### config.mk
export PLATFORM = sky130hd
export DESIGN_NAME = rx_ipv4
export DESIGN_NICKNAME = d
export VERILOG_FILES = /design/src/rtl/ipv4_pkg.sv /design/src/rtl/ipv4_csum.sv /design/src/rtl/rx_ipv4.sv
export SDC_FILE = /design/constraint.sdc
export NUM_CORES = 1
export LEC_CHECK = 0
export ABC_AREA = 1
export ABC_CLOCK_PERIOD_IN_PS = 6970
export BUFFER_PORTS_ARGS = -buffer_cell sky130_fd_sc_hd__buf_4
export CAP_MARGIN = 20
export CORE_MARGIN = 1
export CORE_UTILIZATION = 45
export DETAILED_ROUTE_END_ITERATION = 8
export SYNTH_ARGS = -nofsm -noshare
export SYNTH_HDL_FRONTEND = slang
export SYNTH_HIERARCHICAL = 1
export SYNTH_SLANG_ARGS = --single-unit
### constraint.sdc
create_clock -name RX_CLK -period 6.97 [get_ports RX_CLK]
set_input_delay 0.3485 -clock RX_CLK [delete_from_list [all_inputs] [get_ports RX_CLK]]
set_output_delay 0.3485 -clock RX_CLK [all_outputs]
set_load 0.03 [all_outputs]
### src/rtl/ipv4_pkg.sv
// Shared IPv4 receive definitions: header constants, protocol numbers, error codes, FSM states.
package ipv4_pkg;

  localparam int unsigned OCT_W = 8;

  localparam logic [3:0] IPV4_VERSION = 4'd4;
  localparam logic [3:0] IHL_MIN      = 4'd5;

  localparam logic [7:0] PROTO_ICMP = 8'd1;
  localparam logic [7:0] PROTO_UDP  = 8'd17;

  typedef enum logic [2:0] {
    ERR_NONE  = 3'd0,
    ERR_HDR   = 3'd1,
    ERR_CSUM  = 3'd2,
    ERR_DST   = 3'd3,
    ERR_FRAG  = 3'd4,
    ERR_TRUNC = 3'd5,
    ERR_LEN   = 3'd6
  } err_code_t;

  typedef enum logic [2:0] {
    S_IDLE    = 3'd0,
    S_HEADER  = 3'd1,
    S_OPTIONS = 3'd2,
    S_PAYLOAD = 3'd3,
    S_DONE    = 3'd4,
    S_DROP    = 3'd5
  } rx_state_t;

endpackage

### src/rtl/ipv4_csum.sv
// Byte-serial ones'-complement checksum over big-endian 16-bit words.
// ok reflects the folded sum including the current (odd) byte of a word pair.
module ipv4_csum (
  input  logic       RX_CLK,
  input  logic       rst,
  input  logic       clear,
  input  logic       byte_valid,
  input  logic [7:0] data_byte,
  output logic       ok
);

  logic [15:0] acc;
  logic [15:0] acc_next;
  logic [16:0] sum17;
  logic [7:0]  hi;
  logic        odd;

  // End-around carry: a single fold suffices since sum17 never exceeds 17'h1FFFE.
  always_comb begin
    sum17    = {1'b0, acc} + {1'b0, hi, data_byte};
    acc_next = sum17[15:0] + 16'(sum17[16]);
    ok       = (acc_next == 16'hFFFF);
  end

  // clear may coincide with the first byte of a new header; that byte is kept.
  always_ff @(posedge RX_CLK) begin
    if (rst) begin
      acc <= '0;
      hi  <= '0;
      odd <= 1'b0;
    end else if (clear) begin
      acc <= '0;
      odd <= byte_valid;
      if (byte_valid) hi <= data_byte;
    end else if (byte_valid) begin
      if (odd) acc <= acc_next;
      else     hi  <= data_byte;
      odd <= ~odd;
    end
  end

endmodule

### src/rtl/rx_ipv4.sv
// IPv4 receive parser: validates the header, strips header/options, forwards the payload
// and reports metadata, a completion pulse or an error code.
module rx_ipv4
  import ipv4_pkg::*;
#(
  parameter int unsigned OCT          = 8,
  parameter bit          ACCEPT_BCAST = 1'b1
) (
  input  logic           RX_CLK,
  input  logic           rst,
  input  logic [31:0]    ip_addr,
  input  logic           rx_payload_ipv4,
  input  logic [OCT-1:0] rx_payload,
  output logic           rx_data_valid,
  output logic [OCT-1:0] rx_data,
  output logic [31:0]    rx_src_ip,
  output logic [7:0]     rx_protocol,
  output logic [15:0]    rx_data_len,
  output logic           rx_ipv4_irq,
  output logic           rx_ipv4_err,
  output logic [2:0]     rx_err_code
);

  rx_state_t   state;
  logic [15:0] byte_idx;
  logic [15:0] pay_cnt;
  logic [15:0] total_len;
  logic [3:0]  ihl_r;
  logic [7:0]  proto_r;
  logic [31:0] src_r;
  logic [23:0] dst_r;
  logic        valid_q;

  logic [7:0]  b;
  logic        start;
  logic        hdr_byte;
  logic        hdr_last;
  logic        dst_ok;
  logic        csum_ok;
  logic [15:0] idx;
  logic [15:0] hdr_len;
  logic [15:0] pay_next;
  logic [3:0]  ihl_cur;
  err_code_t   hdr_err;

  assign b = 8'(rx_payload);

  ipv4_csum u_csum (
    .RX_CLK     (RX_CLK),
    .rst        (rst),
    .clear      (state == S_IDLE),
    .byte_valid (hdr_byte),
    .data_byte  (b),
    .ok         (csum_ok)
  );

  // A frame starts only on a rising valid seen from IDLE; byte 0 is parsed that cycle.
  always_comb begin
    start    = (state == S_IDLE) && rx_payload_ipv4 && !valid_q;
    hdr_byte = start || (((state == S_HEADER) || (state == S_OPTIONS)) && rx_payload_ipv4);
    idx      = (state == S_IDLE) ? 16'd0 : byte_idx;
    ihl_cur  = (state == S_IDLE) ? b[3:0] : ihl_r;
    hdr_len  = {10'd0, ihl_cur, 2'b00};
    hdr_last = hdr_byte && (idx == hdr_len - 16'd1);
    dst_ok   = ({dst_r, b} == ip_addr) || (ACCEPT_BCAST && ({dst_r, b} == 32'hFFFF_FFFF));
    pay_next = pay_cnt + 16'd1;
    hdr_err  = ERR_NONE;
    if (!hdr_byte)
      hdr_err = ERR_NONE;
    else if ((idx == 16'd0) && ((b[7:4] != IPV4_VERSION) || (b[3:0] < IHL_MIN)))
      hdr_err = ERR_HDR;
    else if (hdr_last && (total_len < hdr_len))
      hdr_err = ERR_LEN;
    else if (hdr_last && !csum_ok)
      hdr_err = ERR_CSUM;
    else if ((idx == 16'd19) && !dst_ok)
      hdr_err = ERR_DST;
    else if (((idx == 16'd6) && (b[5] || (b[4:0] != 5'd0))) || ((idx == 16'd7) && (b != 8'd0)))
      hdr_err = ERR_FRAG;
  end

  always_ff @(posedge RX_CLK) begin
    if (rst) begin
      state         <= S_IDLE;
      byte_idx      <= '0;
      pay_cnt       <= '0;
      total_len     <= '0;
      ihl_r         <= '0;
      proto_r       <= '0;
      src_r         <= '0;
      dst_r         <= '0;
      valid_q       <= 1'b1;
      rx_data_valid <= 1'b0;
      rx_data       <= '0;
      rx_src_ip     <= '0;
      rx_protocol   <= '0;
      rx_data_len   <= '0;
      rx_ipv4_irq   <= 1'b0;
      rx_ipv4_err   <= 1'b0;
      rx_err_code   <= '0;
    end else begin
      valid_q       <= rx_payload_ipv4;
      rx_data_valid <= 1'b0;
      rx_ipv4_irq   <= 1'b0;
      rx_ipv4_err   <= 1'b0;
      if (hdr_byte) begin
        byte_idx <= idx + 16'd1;
        case (idx)
          16'd0:                       ihl_r           <= b[3:0];
          16'd2:                       total_len[15:8] <= b;
          16'd3:                       total_len[7:0]  <= b;
          16'd9:                       proto_r         <= b;
          16'd12, 16'd13, 16'd14, 16'd15: src_r        <= {src_r[23:0], b};
          16'd16, 16'd17, 16'd18:      dst_r           <= {dst_r[15:0], b};
          default: ;
        endcase
        if (hdr_err != ERR_NONE) begin
          rx_ipv4_err <= 1'b1;
          rx_err_code <= hdr_err;
          state       <= S_DROP;
        end else if (hdr_last) begin
          rx_src_ip   <= src_r;
          rx_protocol <= proto_r;
          rx_data_len <= total_len - hdr_len;
          pay_cnt     <= '0;
          state       <= (total_len == hdr_len) ? S_DONE : S_PAYLOAD;
        end else begin
          state <= (idx >= 16'd19) ? S_OPTIONS : S_HEADER;
        end
      end else begin
        case (state)
          S_HEADER, S_OPTIONS: begin
            rx_ipv4_err <= 1'b1;
            rx_err_code <= ERR_TRUNC;
            state       <= S_IDLE;
          end
          S_PAYLOAD: begin
            if (rx_payload_ipv4) begin
              rx_data       <= rx_payload;
              rx_data_valid <= 1'b1;
              pay_cnt       <= pay_next;
              if (pay_next == rx_data_len) state <= S_DONE;
            end else begin
              rx_ipv4_err <= 1'b1;
              rx_err_code <= ERR_TRUNC;
              state       <= S_IDLE;
            end
          end
          S_DONE: begin
            if (!rx_payload_ipv4) begin
              rx_ipv4_irq <= 1'b1;
              state       <= S_IDLE;
            end
          end
          S_DROP: begin
            if (!rx_payload_ipv4) state <= S_IDLE;
          end
          default: ;
        endcase
      end
    end
  end

endmodule

==> impl_metrics.toml <==
[run_status]
status = "finished, violations left"
violations = "DRC"

[synth]
ys_seq_area_share_pct = 35.7
avgSynthCellArea_um2 = 6.64
synth_cells = 1818
ys.flop_type = "dfxtp_1"
synth_cell_types = 43
synth_top_area_share_pct = 35.7
synth_common_cells = "429 x nand2_1, 261 x inv_1, 215 x dfxtp_1"
synth_edf_count = 0
synth-seq-cells = 215
netlist_area_um2 = 12100
yosys_warnings = 6
synthTopCellsByArea = "dfxtp_1 36%, nand2_1 13%, inv_1 8.1%"
ys_async_sr_fraction_pct = 0
synth_top_area_cell = "dfxtp_1"
yosysMostFrequentCell = "nand2_1"
synth_fp_nets = 1890

[run]
maxCapViolations = 0

[sta]
maxSlewViolCount = 0
worstMarginPinSlew_ns = 0.936
fin_tns_setup_ns = 0
period_needed_ns = 5.54
rsz0062_at_grt = "false"
setup_viol = 0
relSlewSlack_pct = 37.6
period_share_pct = 79.5
fin_skew_ns = 0.0113
max_freq_mhz = 180
hold_viol = 0

[die]
die_area_um2 = 27500
rows = 59
core_um2 = 26200
chipWidth_um = 166
dieHeight_um = 166
initial_utilization_pct = 46.1
ios = 113

[critical_path]
crit_top_cell = "nand3_1"
critPathMaxFanout = 43
crit_path_end_kind = "flop"
cpMaxStageDelayCell = "buf_4"
critical_path_class = "flop to flop"
critical-path-top-delay-family = "simple AND/OR/NAND/NOR gates"
arrival_ns = 5.93
cp.required_ns = 7.36
cpPeakStageDelay_ns = 0.56
crit_buf_inv = 5
r2r_end = "rx_protocol[7]$_SDFFE_PP0P_"
start_kind = "flop"
reg2reg_from = "u_csum/acc[0]$_SDFFE_PP0P_"
r2r_cells = 32
r2r_slack_ns = 1.43

[detailed_routing]
ant_nets = 0
routed_wirelength_um = 33300
drc_errors = 8
dr_total_vias = 11500
via_per_inst = 5.10
first_pass_iters = 7
drt_iter0_markers = 834
wire_per_inst_um = 14.8

[finish]
final_nets = 1970
stdcell_count = 2252
ff_latch_area_um2 = 4300
area_delta_synth_final_pct = 16.4
multi_input_area_um2 = 6420
fillers = 2662
antenna_cells = 0
final_area_um2 = 14000
layout-drive-gt1-share_pct = 13.1

[global_routing]
antenna_found_initial = 0
grt_pass1_wl_um = 54800
grt_pass1_vias = 10700
overflow = 0
track_usage_pct = 24.1
grt_start_max_net_pins = 103

[clock_network]
ctsHoldBuffers = 0
post_cts_resized = 0
htreeDepth = 1
ctsRootBufferMaster = "clkbuf_16"
clockBufferDepth = 3
cts_tree = "built"
cts.sinks = 215
clkSlewWorstSetupHoldPaths_ns = 0.06
numCtsBuffers = 25
post_cts_buffers = 0
insertion_delay_ns = 0.54

[power_and_ir_drop]
power_uw = 3020
cellPowerDensity_nw_per_um2 = 215
leakage_uw = 0.00636
vdd_drop_max_v = 0.000159

[placement]
dpl_cell_area_um2 = 13100
dp_hpwl_um = 24100
dp.cells = 2206
gp_congestion = 0.925
io_buffers = 112

[hold_path]
min_from = "rx_payload_ipv4"
min_path_type = "input port to flop"
worstHoldPathCells = 3
whs_endpoint = "valid_q$_SDFF_PP1_"
layout make-up:
class / count / area share, %
clock buffers: 32 / 5.07
clock inverters: 14 / 1.88
inverters: 274 / 7.34
multi-input cells: 1262 / 45.7
flip-flops and latches: 215 / 30.6
well taps: 335 / 2.98
repair buffers: 120 / 6.41
metal layers:
layer,global-route usage [%],up-vias,wire length (um)
li1,-,5973,-
met1,33.6,5175,16200
met2,39.3,284,14800
met3,3.43,45,1640
met4,5.65,0,691
met5,0,-,0
state kept, by name, indices dropped and copies added (netlist names):
| name | flops |
|---|---|
| u_csum/odd | 1 |
| rx_data_valid | 1 |
| dst_r | 24 |
| valid_q | 1 |
| u_csum/hi | 8 |
| rx_protocol | 8 |
| proto_r | 8 |
| rx_data_len | 16 |
| state | 3 |
| rx_ipv4_irq | 1 |
| rx_data | 8 |
| total_len | 16 |
| rx_err_code | 3 |
| src_r | 32 |
| rx_src_ip | 32 |
| u_csum/acc | 16 |
| byte_idx | 16 |
| rx_ipv4_err | 1 |
| ihl_r | 4 |
| pay_cnt | 16 |
worst register-to-register path, delay by kind of cell (launching register included):
family | cells | cell delay [ns]
AOI/OAI and AO/OA | 3 | 0.35
xor gates and xnor gates | 1 | 0.19
adders and majority gates | 4 | 0.89
buffers and inverters | 5 | 1.17
DFF | 1 | 0.35
and+or+nand+nor | 19 | 2.44
logic make-up after synthesis:
kind of cell	count (synthesis)	share of synthesized area (%)
xor+xnor	63	4.57
flops	215	35.7
buf+inv	341	11.2
compound gates	351	15.9
fa+ha+maj	29	3.13
simple gates	819	29.5
power by group:
part | internal, uW | leakage (uW) | switching, uW
Clock | 984 | 0.000485 | 550
Sequential | 1240 | 0.00173 | 6.11
Combinational | 76.0 | 0.00414 | 162
worst max-delay path by stage:
stage | startpoint | endpoint | slack (ns) | cells past startpoint
floorplan | rx_payload[0] | rx_data_len[7]$_SDFFE_PP0P_ | 2.98 | 33
global placement | rx_payload[0] | rx_data_len[15]$_SDFFE_PP0P_ | 1.40 | 32
detailed placement | rx_payload[0] | rx_protocol[1]$_SDFFE_PP0P_ | 1.22 | 34
CTS | u_csum/acc[0]$_SDFFE_PP0P_ | rx_protocol[3]$_SDFFE_PP0P_ | 1.44 | 34
global route | u_csum/acc[0]$_SDFFE_PP0P_ | rx_protocol[2]$_SDFFE_PP0P_ | 0.77 | 33
finish | u_csum/acc[0]$_SDFFE_PP0P_ | rx_protocol[7]$_SDFFE_PP0P_ | 1.43 | 32
through the flow:
step	hold WS, ns	util [%]	setup WS, ns
after global routing	0.158	53.6	0.771
after global placement	0.432	49.9	1.40
after detailed placement	0.439	49.9	1.22
final	0.132	53.6	1.43
after CTS	0.120	53.6	1.44
after floorplan	0.424	-	2.98
layout by cell type, fill, tap and decap left out, types with 35 or more instances in the layout:
master	instances
nand4_1	35
nor2_1	163
o21ai_0	128
nand2_1	429
nand3_1	112
a21oi_1	163
buf_4	120
dfxtp_1	215
inv_1	260
xor2_1	36
Note: power is estimated with default switching activity, not from simulation.
